$ cat src/rtl/sword_hitbox.sv
// sword_hitbox: melee swing FSM paced by the slow game tick.
// SwordBox is a pixel-aligned hitbox test, live only while ACTIVE.
module sword_hitbox #(
    parameter int unsigned WINDUP_TICKS   = 4,
    parameter int unsigned ACTIVE_TICKS   = 12,
    parameter int unsigned COOLDOWN_TICKS = 20,
    parameter int unsigned SWORD_W        = 24,
    parameter int unsigned SWORD_H        = 8,
    parameter int unsigned SWORD_YOFF     = 16
) (
    input  logic        clk,
    input  logic        rst,
    input  logic        tick,
    input  logic        attack_btn,
    input  logic [31:0] player_posX,
    input  logic [31:0] player_posY,
    input  logic        facing_left,
    input  logic [31:0] CounterX,
    input  logic [31:0] CounterY,
    output logic        SwordBox,
    output logic        sword_active,
    output logic [1:0]  sword_state,
    output logic [7:0]  swing_count
);

    typedef enum logic [1:0] {
        IDLE     = 2'd0,
        WINDUP   = 2'd1,
        ACTIVE   = 2'd2,
        COOLDOWN = 2'd3
    } state_t;

    // A zero-length phase still lasts one tick.
    localparam logic [31:0] WINDUP_LAST =
        (WINDUP_TICKS == 0) ? 32'd0 : 32'(WINDUP_TICKS - 1);
    localparam logic [31:0] ACTIVE_LAST =
        (ACTIVE_TICKS == 0) ? 32'd0 : 32'(ACTIVE_TICKS - 1);
    localparam logic [31:0] COOLDOWN_LAST =
        (COOLDOWN_TICKS == 0) ? 32'd0 : 32'(COOLDOWN_TICKS - 1);

    localparam logic [31:0] SW_W  = 32'(SWORD_W);
    localparam logic [31:0] SW_YO = 32'(SWORD_YOFF);
    localparam logic [31:0] SW_YT = 32'(SWORD_YOFF + SWORD_H);

    state_t      state;
    logic [31:0] tickCnt;
    logic        btn_q;
    logic        btnArmed;
    logic        dir_l;
    logic        press;
    logic [31:0] boxL;
    logic [31:0] boxR;
    logic [31:0] boxT;
    logic [31:0] boxB;

    // btnArmed blocks a button held across reset from firing.
    assign press       = attack_btn & ~btn_q & btnArmed;
    assign sword_state = state;

    always_ff @(posedge clk) begin
        if (rst) begin
            state        <= IDLE;
            tickCnt      <= '0;
            btn_q        <= 1'b0;
            btnArmed     <= 1'b0;
            dir_l        <= 1'b0;
            swing_count  <= '0;
            sword_active <= 1'b0;
        end else begin
            btn_q <= attack_btn;
            if (!attack_btn)
                btnArmed <= 1'b1;
            unique case (state)
                IDLE: begin
                    if (press) begin
                        state   <= WINDUP;
                        tickCnt <= '0;
                        dir_l   <= facing_left;
                        if (swing_count != 8'hFF)
                            swing_count <= swing_count + 8'd1;
                    end
                end
                WINDUP: begin
                    if (tick) begin
                        if (tickCnt == WINDUP_LAST) begin
                            state        <= ACTIVE;
                            sword_active <= 1'b1;
                            tickCnt      <= '0;
                        end else begin
                            tickCnt <= tickCnt + 32'd1;
                        end
                    end
                end
                ACTIVE: begin
                    if (tick) begin
                        if (tickCnt == ACTIVE_LAST) begin
                            state        <= COOLDOWN;
                            sword_active <= 1'b0;
                            tickCnt      <= '0;
                        end else begin
                            tickCnt <= tickCnt + 32'd1;
                        end
                    end
                end
                COOLDOWN: begin
                    if (tick) begin
                        if (tickCnt == COOLDOWN_LAST) begin
                            state   <= IDLE;
                            tickCnt <= '0;
                        end else begin
                            tickCnt <= tickCnt + 32'd1;
                        end
                    end
                end
                default: begin
                    state        <= IDLE;
                    sword_active <= 1'b0;
                    tickCnt      <= '0;
                end
            endcase
        end
    end

    // Edges clamp at 0; a clamped bottom/right edge of 0 yields an empty box.
    always_comb begin
        boxL = '0;
        boxR = '0;
        if (dir_l) begin
            boxL = (player_posX >= SW_W) ? player_posX - SW_W : '0;
            boxR = player_posX;
        end else begin
            boxL = player_posX + 32'd32;
            boxR = player_posX + 32'd32 + SW_W;
        end
        boxT = (player_posY >= SW_YT) ? player_posY - SW_YT : '0;
        boxB = (player_posY >= SW_YO) ? player_posY - SW_YO : '0;
    end

    assign SwordBox = (state == ACTIVE)
                    && (CounterX >= boxL) && (CounterX < boxR)
                    && (CounterY >= boxT) && (CounterY < boxB);

endmodule

$ cat config.mk
export PLATFORM = sky130hd
export DESIGN_NAME = sword_hitbox
export DESIGN_NICKNAME = d
export VERILOG_FILES = /design/src/rtl/sword_hitbox.sv
export SDC_FILE = /design/constraint.sdc
export NUM_CORES = 1
export LEC_CHECK = 0
export ABC_AREA = 1
export BUFFER_PORTS_ARGS = -buffer_cell sky130_fd_sc_hd__buf_2
export CAP_MARGIN = 30
export CORE_ASPECT_RATIO = 0.8
export CORE_MARGIN = 3
export CORE_UTILIZATION = 60
export DETAILED_ROUTE_END_ITERATION = 12
export PLACE_DENSITY = 0.8
export SLEW_MARGIN = 0
export SYNTH_ARGS = -nofsm -noshare
export SYNTH_HDL_FRONTEND = slang
export SYNTH_SLANG_ARGS = --single-unit
$ cat constraint.sdc
create_clock -name clk -period 5.1 [get_ports clk]
set_clock_uncertainty 0.15 [all_clocks]
set_input_delay 0.765 -clock clk [delete_from_list [all_inputs] [get_ports clk]]
set_output_delay 0.765 -clock clk [all_outputs]
set_load 0.01 [all_outputs]
==> flow_metrics.py <==
metrics = {
    "layout": {
        "layout_common_cells": "334 x nand2_1, 229 x nor2_1, 227 x inv_1",
        "utilization_pct": 71.8,
        "final_cells": 1997,
        "areaGrowthSynthToFinish_pct": 14.0,
        "layout_commonest_cell": "nand2_1",
        "layout-drive-gt1-share_pct": 16.3,
        "fin_nets": 2060,
        "fin_area_sq_um": 11100,
        "n_fill_cell": 1404,
    },
    "setup_path": {
        "rr_worst_depth": 11,
        "timing.rr.start": "sword_state[0]",
        "r2r_end": "tickCnt[31]",
        "critPathLaunchType": "input port",
        "startpoint": "player_posX[5]",
        "crit_fanout": 8,
        "arrival_ns": 4.00,
        "ff2ff_setup_slack_ns": 2.06,
        "cp-endpoint": "SwordBox",
        "cp-end-kind": "output pin",
        "cp.required_ns": 4.18,
        "crit_type": "input port to output pin",
    },
    "grt": {
        "groute.usage.overall_pct": 33.5,
        "grtUsageMet3_pct": 8.61,
        "grt_overflow": 0,
        "met2_usage_pct": 47.3,
        "grt_pass1_wl_um": 49300,
        "busiest_layer": "met1",
        "grt_max_degree": 50,
        "antenna_found_initial": 3,
        "grt_pass1_vias": 10200,
        "use_met1_pct": 51.3,
    },
    "clock_network": {
        "cts.clk_slew.worst_paths_ns": 0.06,
        "cts_sinks": 46,
        "cts_buffers": 5,
        "htreeDepth": 2,
        "clkLatencyLatePin_ns": 0.29,
        "cts_tree": "yes",
        "cts_root_buf": "clkbuf_16",
        "clockBufferDepth": 2,
        "cts_hold_buffers": 0,
    },
    "power": {
        "p_total_mw": 1.67,
        "comb_power_share_pct": 54.6,
        "power_density_nw_per_um2": 151,
        "pwr-share-clk_pct": 22.2,
        "p_seq_share_pct": 23.2,
        "switching_share_pct": 44.8,
        "p_int_uw": 923,
        "leakage_nw": 5.45,
        "p_switching_uw": 749,
        "peakVddDrop_uv": 248,
    },
    "floorplanning": {
        "row_count": 40,
        "core_area_sq_um": 15400,
        "start_util_pct": 63.0,
        "die_x_um": 148,
        "die_h_um": 120,
        "boundaryPins": 145,
        "die_area_sq_um": 17700,
    },
    "synth": {
        "yosys.area.top_type": "ha_1",
        "netlist.area_leader.share_pct": 18.3,
        "netlist_area_sq_um": 9700,
        "synth_seq_cells": 46,
        "yosys.cell_types.count": 57,
        "synth_cells": 1641,
        "yosys_warnings": 0,
        "ys_seq_area_share_pct": 9.49,
        "avgSynthCellArea_sq_um": 5.91,
        "synth-edff-count": 0,
        "synth-main-ff-cell": "dfxtp_1",
        "synth_area_leaders": "ha_1 18%, nand2_1 13%, dfxtp_1 9.5%, nor2_1 9.4%, inv_1 8.8%",
        "syn_nets": 1916,
        "synth-async-reset-ratio_pct": 0,
    },
    "placed_design": {
        "portBuffers": 144,
        "placed_cell_area_sq_um": 10700,
        "place_ws_ns": 0.109,
        "place_congestion": 1.04,
        "placedCellCount": 1982,
        "dp_hpwl_um": 25800,
    },
    "detailed_routing": {
        "drtIter0Drc": 1329,
        "ant_nets": 0,
        "remaining_drc_errors": 0,
        "routed_wl_um": 31000,
        "avgRoutedWirePerCell_um": 15.5,
        "first_pass_iters": 6,
        "via_per_inst": 5.75,
        "num_vias": 11500,
    },
    "timing": {
        "drv_slew": 0,
        "finalSetupViolCount": 0,
        "max_freq_mhz": 203,
        "finalCritPeriodShare_pct": 96.4,
        "max_slew_margin_pct": 61.2,
        "period_needed_ns": 4.92,
        "fin_tns_setup_ns": 0,
        "setup_ws_ns": 0.184,
        "finalHoldViolations": 0,
        "holdWs_ns": 0.322,
        "tightest_slew_ns": 0.577,
    },
    "hold_path": {
        "hp-class": "flip-flop to flip-flop",
    },
    "flow_run": {
        "cap_violations": 0,
    },
    "run_status": {
        "run_status": "complete, no violations",
    },
}
[cell type report]
class                   count  area [sq um]  share of cell area [%]
diodes                      1          2.50                  0.0226
clock buffers               5           125                    1.13
clock inverters             3          45.0                   0.407
inverters                 238           897                    8.11
multi-input cells        1324          7870                    71.1
flip-flops and latches     46           921                    8.32
well taps                 210           263                    2.37
repair buffers            170           946                    8.55
[synth_stat cells, types with 15 or more instances]
cell type  count
xor2_1        49
nor3_1        33
nand3_1      138
nand2_1      334
o21ai_0       77
dfxtp_1       46
nor2_1       243
inv_1        227
a21oi_1       93
nand4_1       48
ha_1         142
nor2_2        15
nand2_2       16
[critical path, cell delays in order]
cell and delay (ns):
clkbuf_4 0.17, inv_4 0.08, ha_1 0.31, inv_1 0.07
nor2_2 0.14, nand2_1 0.11, nor2_4 0.14, nand3_4 0.12
nor2_4 0.12, nand3_2 0.11, nor3_4 0.24, nand3_1 0.09
nand2_1 0.06, nand3_1 0.11, ha_1 0.30, nand2_1 0.07
nor2_2 0.14, nand4_1 0.12, nor4_1 0.27, nand2_1 0.11
nand4_1 0.14, a21oi_2 0.04, buf_2 0.14
[registers in the layout, indices dropped and copies added (netlist names)]
| name | cells |
|---|---|
| swing_count | 8 |
| dir_l | 1 |
| sword_state | 2 |
| btn_q | 1 |
| sword_active | 1 |
| btnArmed | 1 |
| tickCnt | 32 |
[per-layer routing]
layer  vias to the layer above  wire, um
met4                         6       513
li1                       5741         -
met3                        53      4260
met5                         -        42
met2                       592     11900
met1                      5082     14300
[how the worst min path moves through the flow]
stage	end	cells past startpoint	from	slack (ns)
finish	swing_count[7]	2	swing_count[7]	0.32
global route	sword_active	2	sword_active	0.34
CTS	swing_count[7]	2	swing_count[7]	0.32
detailed placement	swing_count[7]	2	swing_count[7]	0.31
global placement	btnArmed	2	btnArmed	0.30
floorplan	btnArmed	2	btnArmed	0.29
[power by group through the flow]
stage	logic (mW)	clock network [mW]	registers, mW
2_1_floorplan	0.598	0	0.397
3_3_place_gp	0.854	0	0.395
3_5_place_dp	0.874	0	0.395
4_1_cts	0.879	0.375	0.387
5_1_grt	1.03	0.392	0.389
6_report	0.913	0.372	0.388
[repair_timing]
action                                  4_1_cts  5_1_grt
endpoints found under the setup margin        0        1
setup buffers                                 0        6
gates resized for setup                       0       40
[logic make-up after synthesis]
kind of cell	after synthesis	synth area share [%]
simple gates	890	42.2
buf+inv	271	11.0
compound gates	238	14.0
fa+ha+maj	142	18.3
xor+xnor	54	4.95
flops	46	9.49
Power figures use the tool's default switching activity.
